$ cat config.mk
export PLATFORM = sky130hd
export DESIGN_NAME = jzjpcc_next_pc_controller
export DESIGN_NICKNAME = d
export VERILOG_FILES = /design/src/rtl/jzjpcc_pkg.sv /design/src/rtl/jzjpcc_branch_comparator.sv /design/src/rtl/jzjpcc_next_pc_controller.sv
export SDC_FILE = /design/constraint.sdc
export NUM_CORES = 1
export LEC_CHECK = 0
export ABC_CLOCK_PERIOD_IN_PS = 20000
export CAP_MARGIN = 20
export CORE_MARGIN = 4
export CORE_UTILIZATION = 55
export DETAILED_ROUTE_END_ITERATION = 10
export PLACE_DENSITY = 0.91
export SETUP_SLACK_MARGIN = 0.05
export SLEW_MARGIN = 20
export SYNTH_ARGS = -nofsm -noshare
export SYNTH_HDL_FRONTEND = slang
export SYNTH_SLANG_ARGS = --single-unit
$ cat constraint.sdc
create_clock -name clock -period 20 [get_ports clock]
set_input_delay 4 -clock clock [delete_from_list [all_inputs] [get_ports clock]]
set_output_delay 4 -clock clock [all_outputs]
set_load 0.005 [all_outputs]
$ cat src/rtl/jzjpcc_pkg.sv
// Shared types for the next-PC controller: opcodes, branch funct3 codes, controller states.
package jzjpcc_pkg;

    localparam int unsigned XLEN   = 32;
    localparam int unsigned OPF3_W = 13;

    localparam logic [2:0] F3_BEQ  = 3'b000;
    localparam logic [2:0] F3_BNE  = 3'b001;
    localparam logic [2:0] F3_BLT  = 3'b100;
    localparam logic [2:0] F3_BGE  = 3'b101;
    localparam logic [2:0] F3_BLTU = 3'b110;
    localparam logic [2:0] F3_BGEU = 3'b111;
    localparam logic [2:0] F3_PRIV = 3'b000;

    typedef enum logic [4:0] {
        LOAD     = 5'b00000,
        MISC_MEM = 5'b00011,
        OP_IMM   = 5'b00100,
        AUIPC    = 5'b00101,
        STORE    = 5'b01000,
        OP       = 5'b01100,
        LUI      = 5'b01101,
        BRANCH   = 5'b11000,
        JALR     = 5'b11001,
        JAL      = 5'b11011,
        SYSTEM   = 5'b11100
    } opcode_t;

    typedef enum logic [1:0] {
        RUN,
        PENDING,
        HALT
    } pc_state_t;

    function automatic logic [XLEN-1:0] pc_plus4(input logic [XLEN-1:0] pc);
        return pc + XLEN'(4);
    endfunction

endpackage

$ cat src/rtl/jzjpcc_branch_comparator.sv
// Combinational branch condition evaluator: funct3 selects the compare, result is taken_c.
module jzjpcc_branch_comparator
    import jzjpcc_pkg::*;
(
    input  logic [2:0]      funct3,
    input  logic [XLEN-1:0] rs1_data,
    input  logic [XLEN-1:0] rs2_data,
    output logic            taken_c
);

    always_comb begin
        taken_c = 1'b0;
        case (funct3)
            F3_BEQ:  taken_c = (rs1_data == rs2_data);
            F3_BNE:  taken_c = (rs1_data != rs2_data);
            F3_BLT:  taken_c = ($signed(rs1_data) <  $signed(rs2_data));
            F3_BGE:  taken_c = ($signed(rs1_data) >= $signed(rs2_data));
            F3_BLTU: taken_c = (rs1_data <  rs2_data);
            F3_BGEU: taken_c = (rs1_data >= rs2_data);
            default: taken_c = 1'b0;
        endcase
    end

endmodule

$ cat src/rtl/jzjpcc_next_pc_controller.sv
// Fetch PC owner: resolves BRANCH/JAL/JALR in decode, redirects fetch, squashes the wrong path.
// Optional JZJPCC_MISALIGN_TRAP_EN: misaligned taken targets halt with a sticky fault.
module jzjpcc_next_pc_controller
    import jzjpcc_pkg::*;
#(
    parameter logic [XLEN-1:0] RESET_PC = 32'h0000_0000
) (
    input  logic              clock,
    input  logic              reset_n,
    input  logic [OPF3_W-1:0] opcode_funct3,
    input  logic              valid_decode,
    input  logic              stall_decode,
    input  logic [XLEN-1:0]   pc_decode,
    input  logic [XLEN-1:0]   rs1_data,
    input  logic [XLEN-1:0]   rs2_data,
    input  logic [XLEN-1:0]   immediateI,
    input  logic [XLEN-1:0]   immediateB,
    input  logic [XLEN-1:0]   immediateJ,
    input  logic              fetch_ready,
    output logic [XLEN-1:0]   fetch_addr,
    output logic              fetch_valid,
    output logic              flush_decode,
    output logic              halted,
    output logic              fault
);

    opcode_t         opcode;
    logic [2:0]      funct3;
    logic            branch_taken_c;
    logic            taken;
    logic            resolve;
    logic            is_halt_op;
    logic            trap;
    logic            unused_ok;
    logic [XLEN-1:0] target_raw;
    logic [XLEN-1:0] target;
    pc_state_t       state_q, state_d;
    logic [XLEN-1:0] pc_q, pc_d;
    logic [XLEN-1:0] redirect_q, redirect_d;

    assign opcode = opcode_t'(opcode_funct3[4:0]);
    assign funct3 = opcode_funct3[12:10];

    jzjpcc_branch_comparator u_branch_comparator (
        .funct3   (funct3),
        .rs1_data (rs1_data),
        .rs2_data (rs2_data),
        .taken_c  (branch_taken_c)
    );

    // Control-flow decode: whether the decode instruction redirects, and where to
    always_comb begin
        taken      = 1'b0;
        target_raw = pc_decode + immediateB;
        case (opcode)
            BRANCH: begin
                taken      = branch_taken_c;
                target_raw = pc_decode + immediateB;
            end
            JAL: begin
                taken      = 1'b1;
                target_raw = pc_decode + immediateJ;
            end
            JALR: begin
                taken      = 1'b1;
                target_raw = (rs1_data + immediateI) & ~XLEN'(1);
            end
            default: begin
                taken      = 1'b0;
                target_raw = pc_decode + immediateB;
            end
        endcase
    end

    assign resolve    = valid_decode & ~stall_decode & (state_q == RUN);
    assign is_halt_op = (opcode == SYSTEM) && (funct3 == F3_PRIV);

`ifdef JZJPCC_MISALIGN_TRAP_EN
    logic fault_q;

    assign target    = target_raw;
    assign trap      = resolve & taken & target[1];
    assign fault     = fault_q;
    assign unused_ok = ^opcode_funct3[9:5];

    always_ff @(posedge clock or negedge reset_n) begin
        if (!reset_n) begin
            fault_q <= 1'b0;
        end else begin
            fault_q <= fault_q | trap;
        end
    end
`else
    // Without the trap, low target bits are simply dropped
    assign target    = {target_raw[XLEN-1:2], 2'b00};
    assign trap      = 1'b0;
    assign fault     = 1'b0;
    assign unused_ok = ^{opcode_funct3[9:5], target_raw[1:0]};
`endif

    always_comb begin
        state_d      = state_q;
        pc_d         = pc_q;
        redirect_d   = redirect_q;
        fetch_addr   = pc_q;
        flush_decode = 1'b0;
        case (state_q)
            RUN: begin
                if (resolve && (is_halt_op || trap)) begin
                    state_d      = HALT;
                    flush_decode = 1'b1;
                end else if (resolve && taken) begin
                    flush_decode = 1'b1;
                    // Accepted redirect bypasses pc_q so only one slot is lost
                    if (fetch_ready) begin
                        fetch_addr = target;
                        pc_d       = pc_plus4(target);
                    end else begin
                        redirect_d = target;
                        state_d    = PENDING;
                    end
                end else if (fetch_ready) begin
                    pc_d = pc_plus4(pc_q);
                end
            end
            PENDING: begin
                flush_decode = 1'b1;
                fetch_addr   = redirect_q;
                if (fetch_ready) begin
                    pc_d    = pc_plus4(redirect_q);
                    state_d = RUN;
                end
            end
            HALT: begin
                flush_decode = 1'b1;
            end
            default: begin
                state_d = RUN;
            end
        endcase
    end

    always_ff @(posedge clock or negedge reset_n) begin
        if (!reset_n) begin
            state_q    <= RUN;
            pc_q       <= RESET_PC;
            redirect_q <= '0;
        end else begin
            state_q    <= state_d;
            pc_q       <= pc_d;
            redirect_q <= redirect_d;
        end
    end

    assign fetch_valid = (state_q != HALT);
    assign halted      = (state_q == HALT);

endmodule

==> results of run 1 <==
cell type report:
type	instances	area share, %
clock inverter	3	0.529
sequential	62	12.6
timing repair buffer	248	19.9
clock buffer	13	2.20
inverter	63	1.92
multi-input combinational	1101	60.6
tap	220	2.24
sequential cells by signal, summed over array words and instances (netlist names):
register    cells
pc_q           30
state_q         2
redirect_q     30
power breakdown:
part	switching [mW]	internal, mW
sequential	0.00210	0.127
combinational	0.119	0.106
clock	0.0589	0.119
per-stage QoR:
stage	instance area [um^2]	power [mW]
2_1_floorplan	9490	0.263
3_3_place_gp	12000	0.345
3_5_place_dp	12000	0.351
4_1_cts	12300	0.528
5_1_grt	12300	0.556
6_report	12300	0.533
Yosys cell counts (7+ instances only):
cell type  number  share of area [%]
nand2_1       192                7.6
a21oi_1        81                4.3
a22oi_1         8               0.63
xnor2_1        46                4.2
mux2_2         40                4.7
ha_1           97                 13
nand2b_1        9               0.59
nand4_1        23                1.5
nor3_1         31                1.6
buf_1           7               0.28
and2_1         10               0.66
a31oi_1        10               0.66
inv_1          62                2.5
o21ai_0        91                4.8
o21ai_1        15               0.79
nor2b_1        17                1.1
a221o_1        13                1.4
a211oi_1       16                1.3
and4_1          7               0.65
clkbuf_1       42                1.7
o21a_1         12               0.95
o211ai_1       30                2.4
dfrtp_1        62                 16
nor2_1         88                3.5
xor2_1         15                1.4
nand3_1        54                2.8
o31ai_1        13                1.0
nor3b_1        13                1.0
mux2i_1        15                1.6
a21o_1         21                1.7
worst paths after layout:
check	to	slack, ns
worst min-delay path	redirect_q[27]$_DFFE_PN0P_	0.48
min in group asynchronous	redirect_q[2]$_DFFE_PN0P_	3.85
max in group asynchronous	pc_q[13]$_DFFE_PN0P_	15.61
worst max-delay path	fetch_addr[31]	5.89
worst min register to register	redirect_q[27]$_DFFE_PN0P_	0.48
worst max register to register	pc_q[30]$_DFFE_PN0P_	14.72
placed cells by master, fill, tap and decap left out, types with 31 or more instances in the layout:
cell / n
clkdlybuf4s50_1: 236
nand2_1: 192
ha_1: 96
o21ai_0: 91
nor2_1: 86
a21oi_1: 81
inv_1: 62
dfrtp_1: 62
nand3_1: 54
xnor2_1: 46
mux2_2: 40
nor3_1: 31
cell families after synthesis:
group / count (synthesis) / synth area share, %
other cells: 1 / 0.0395
mux: 55 / 6.33
fa+ha+maj: 97 / 12.8
flops: 62 / 16.4
simple gates: 501 / 26.5
buf+inv: 123 / 5.21
compound gates: 384 / 27.1
xor+xnor: 61 / 5.63
layer usage:
| metal | global-route usage (%) | up-vias | wire length, um |
|---|---|---|---|
| li1 | - | 5170 | - |
| met1 | 39.4 | 5108 | 12900 |
| met2 | 55.4 | 650 | 15700 |
| met3 | 6.24 | 110 | 3110 |
| met4 | 13.9 | 0 | 1460 |
| met5 | 0 | - | 0 |
worst register-to-register path: stages, from the launching register on:
cell	delay, ns
dfrtp_1	0.42
inv_1	0.10
ha_1	0.14
buf_4	0.40
nand2_1	0.09
nor2_1	0.11
nand3_1	0.11
nor3_1	0.55
nand3_1	0.23
or3_1	0.51
a31oi_2	0.77
a221oi_2	0.18
nor3b_1	0.28
nand3_1	0.50
nor2_1	0.43
a31oi_1	0.14
o31ai_1	0.23
==> results.cfg, run 1 <==
[routing]
via_count = 11038
totalWireLength_um = 33200
drcViolationCount = 0
viasPerCell = 6.45
dr.pass1.iters = 6
ant_nets = 0
routedWlPerCell_um = 19.4
first_iter_violations = 1131

[timing]
tightest_slew_ns = 1.06
final.period_utilization_pct = 70.5
whs_ns = 0.484
setup_viol = 0
fmaxAchievable_ghz = 0.0709
fin_ws_ns = 5.89
max-slew-margin-rel_pct = 29.1
slew_viol_final = 0
timing_hold_violations_final = 0
grt_setup_unrepaired = no
skew_ns = 0.0103
fin_crit_ns = 14.11
fin_setup_tns_ns = 0

[finish]
seqCellArea_um2 = 1550
layout.nets = 1792
drive_gt1_share_pct = 7.05
n_antenna_cell = 0
nFillCells = 1349
fin_cells = 1710
fin_util_pct = 73.4
area_growth_syn_to_layout_pct = 29.8
multi_input_comb_area_um2 = 7460

[placed_design]
place_hpwl_um = 25700
io_buffers = 237
post-place-cells = 1694
place_ws_ns = 6.03
place.gp.congestion = 0.954

[pwr]
p_leak_nw = 5.16
p_per_area_nw_per_um2 = 43.3
ir_worst_vdd_uv = 47.0

[setup_path]
r2r_cells = 16
crit_slowest_cell = a311oi_1
worstPathRequired_ns = 16.00
crit_buf_inv = 3
crit_chain = clkdlybuf4s50_1 > and4b_1 > nand2_1 > buf_4 > mux2_2 > ha_1 > a21oi_1 > o221ai_1 > a311oi_1 > a211oi_2 > o21a_1 > o21ai_0 > o31ai_1 > a21o_1 > xnor2_1 > o21ai_0 > nor2_1 > nor3b_1 > a221o_1 > clkdlybuf4s50_1
critPathTopFamily = compound AO/OA/AOI/OAI gates
start_kind = input pin
critPathLaunch = opcode_funct3[0]
cp_data_arrival_time_ns = 10.11
worst-path-stages = 20
crit_fanout = 22
critPathCaptureType = output port
crit_type = in2out
critPathMaxStageDelay_ns = 0.69
reg2reg_from = state_q[0]$_DFFE_PN0P_

[synth]
postSynthAreaPerCell_um2 = 7.39
synth_warnings = 0
postSynthCellCount = 1284
syn-cell-area_um2 = 9480
ys_seq_area_share_pct = 16.4
synth_cell_type_count = 86
synth_flop_cell = dfrtp_1
synth-seq-cells = 62
ys_async_sr_fraction_pct = 100
synth_edf_count = 0

[clock_tree]
insertion_delay_ns = 0.34
cts_made_buffers = 9
path_clk_slew_ns = 0.05
cts_root_buf = clkbuf_16
cts_tree = yes
cts_max_level = 3
cts_setup_buffers = 0
cts-resized-gates = 0
cts.sinks = 62
cts.path.max_buffers = 2
hold_buffers = 0

[die]
io_pins = 246
fp.dieW_um = 139
core-area_um2 = 16800
rows = 47
die_y_um = 139
initial_core_util_pct = 56.6
die-area_um2 = 19400

[worst_hold_path]
worstHoldStart = redirect_q[27]$_DFFE_PN0P_
min_path_type = reg2reg
min_path_cells = 2

[run_status]
status = completed

[flow_run]
cap_violations = 0

[global_route]
first_global_vias = 10482
grt_pass1_wl_um = 52200
antenna_found_initial = 0
grt_overflow = 0
grt_usage_pct = 32.3
grt_max_degree = 69
(Power assumes the default switching activity.)
==> inputs of run 2 (changes only) <==
- ABC_CLOCK_PERIOD_IN_PS: 20000 -> 11450
- CORE_UTILIZATION: 55 -> 46
- PLACE_DENSITY: 0.91 -> 0.81
- clock period: 20 -> 11.45 ns (I/O delays scaled with it)
==> run 2 against run 1 <==
Sequential share of layout area hardly changed. Via count is 2.7% lower. Register-to-register slack worse by 8.2 ns. Flip-flop and latch count stayed put. Routed wire length is 3.7% lower. Die area is 18% higher. Global-route usage is 5.4 points lower. Clock-buffer cell count stayed put. Power is 68% higher. Largest power group unchanged.
==> results.cfg, run 2 (synthesized netlist as in run 1, its figures left out) <==
[clock_tree]
cts-resized-gates = 0
cts_max_level = 3
cts.path.max_buffers = 2
insertion_delay_ns = 0.34
path_clk_slew_ns = 0.05
cts_setup_buffers = 0
cts_root_buf = clkbuf_16
cts_tree = yes
hold_buffers = 0
cts_made_buffers = 9
cts.sinks = 62

[placed_design]
postPlaceCellArea_um2 = 12000
place_ws_ns = 1.08
post-place-cells = 1745
io_buffers = 237
place.gp.congestion = 0.936
place_hpwl_um = 25200

[finish]
n_antenna_cell = 0
fin_util_pct = 61.0
fin_cells = 1761
drive_gt1_share_pct = 7.04
layout_commonest_cell = clkdlybuf4s50_1
top_regs = pc_q: 30 flops, redirect_q: 30 flops, state_q: 2 flops
nFillCells = 1837
area_growth_syn_to_layout_pct = 30.2
layout.nets = 1793
final_cell_mix = 236 x clkdlybuf4s50_1, 192 x nand2_1, 96 x ha_1
final_cell_area_um2 = 12300

[die]
die-area_um2 = 23000
fp.dieW_um = 152
die_y_um = 152
core-area_um2 = 20200
io_pins = 246
initial_core_util_pct = 46.9
rows = 52

[global_route]
grt_pass1_wl_um = 49700
grt_overflow = 0
grt_max_degree = 69
antenna_found_initial = 0
first_global_vias = 9981
grt_usage_pct = 26.9

[timing]
skew_ns = 0.00592
tightest_slew_ns = 1.06
slew_viol_final = 0
fin_crit_ns = 10.46
whs_ns = 0.465
grt_setup_unrepaired = no
max-slew-margin-rel_pct = 29.5
fmaxAchievable_ghz = 0.0956
fin_ws_ns = 0.993
timing_hold_violations_final = 0
fin_setup_tns_ns = 0
setup_viol = 0
final.period_utilization_pct = 91.3

[setup_path]
crit_type = in2out
crit_fanout = 17
cp_data_arrival_time_ns = 8.17
worstPathRequired_ns = 9.16
critPathCaptureType = output port
start_kind = input pin

[routing]
totalWireLength_um = 31900
drcViolationCount = 0
dr.pass1.iters = 5
first_iter_violations = 775
routedWlPerCell_um = 18.1
viasPerCell = 6.10
ant_nets = 0
via_count = 10740

[pwr]
power_mw = 0.897
p_leak_nw = 5.15
ir_worst_vdd_uv = 73.8
p_per_area_nw_per_um2 = 72.6

[worst_hold_path]
min_path_type = reg2reg

[run_status]
status = completed

[flow_run]
cap_violations = 0
run 2: cell count changes in the layout (fill, tap and decap cells not counted), sizes merged:
cell | before | now
bufinv | 2 | 1
clkinvlp | 0 | 1
buf | 12 | 13
run 2: power breakdown:
group / internal [mW] / switching [mW] / leakage [nW]
clock: 0.180 / 0.101 / 0.146
combinational: 0.185 / 0.205 / 4.18
sequential: 0.223 / 0.00358 / 0.820
run 2: cell type report:
type                            count  area, um^2  area share, %
Clock buffer                       13         260           2.11
Clock inverter                      3        42.5          0.345
Inverter                           63         236           1.92
Multi-Input combinational cell   1101        7460           60.4
Sequential cell                    62        1550           12.6
Tap cell                          270         338           2.74
Timing Repair Buffer              249        2460           19.9
run 2: worst max-delay path, cell delays in order:
cell and delay [ns]:
clkdlybuf4s50_1 0.51, and4b_1 0.26, nand2_1 0.10, buf_4 0.27, mux2_2 0.37, ha_1 0.36, a21o_1 0.20, a221o_1 0.39
a311oi_1 0.68, a211oi_2 0.25, o21a_1 0.31, o21ai_0 0.32, o31ai_1 0.16, a21o_1 0.21, xnor2_1 0.12, o21ai_0 0.42
nor2_1 0.08, nor3b_1 0.21, a221o_1 0.15, clkdlybuf4s50_1 0.51
run 2: worst paths after layout:
path	startpoint	endpoint	slack [ns]	cells past startpoint
worst min-delay path	redirect_q[30]$_DFFE_PN0P_	redirect_q[30]$_DFFE_PN0P_	0.47	2
max in group asynchronous	reset_n	redirect_q[8]$_DFFE_PN0P_	8.76	2
worst min register to register	redirect_q[30]$_DFFE_PN0P_	redirect_q[30]$_DFFE_PN0P_	0.47	2
worst max register to register	state_q[1]$_DFFE_PN0P_	pc_q[28]$_DFFE_PN0P_	6.56	19
min in group asynchronous	reset_n	redirect_q[2]$_DFFE_PN0P_	2.12	2
worst max-delay path	opcode_funct3[2]	fetch_addr[31]	0.99	20
run 2: layer usage:
layer	track usage, %	part of all wire [%]	vias to the layer above
met5	0	0	-
met4	12.2	4.7	0
met3	5.18	8.5	84
met2	45.1	46	512
met1	33.5	41	4976
li1	-	-	5168
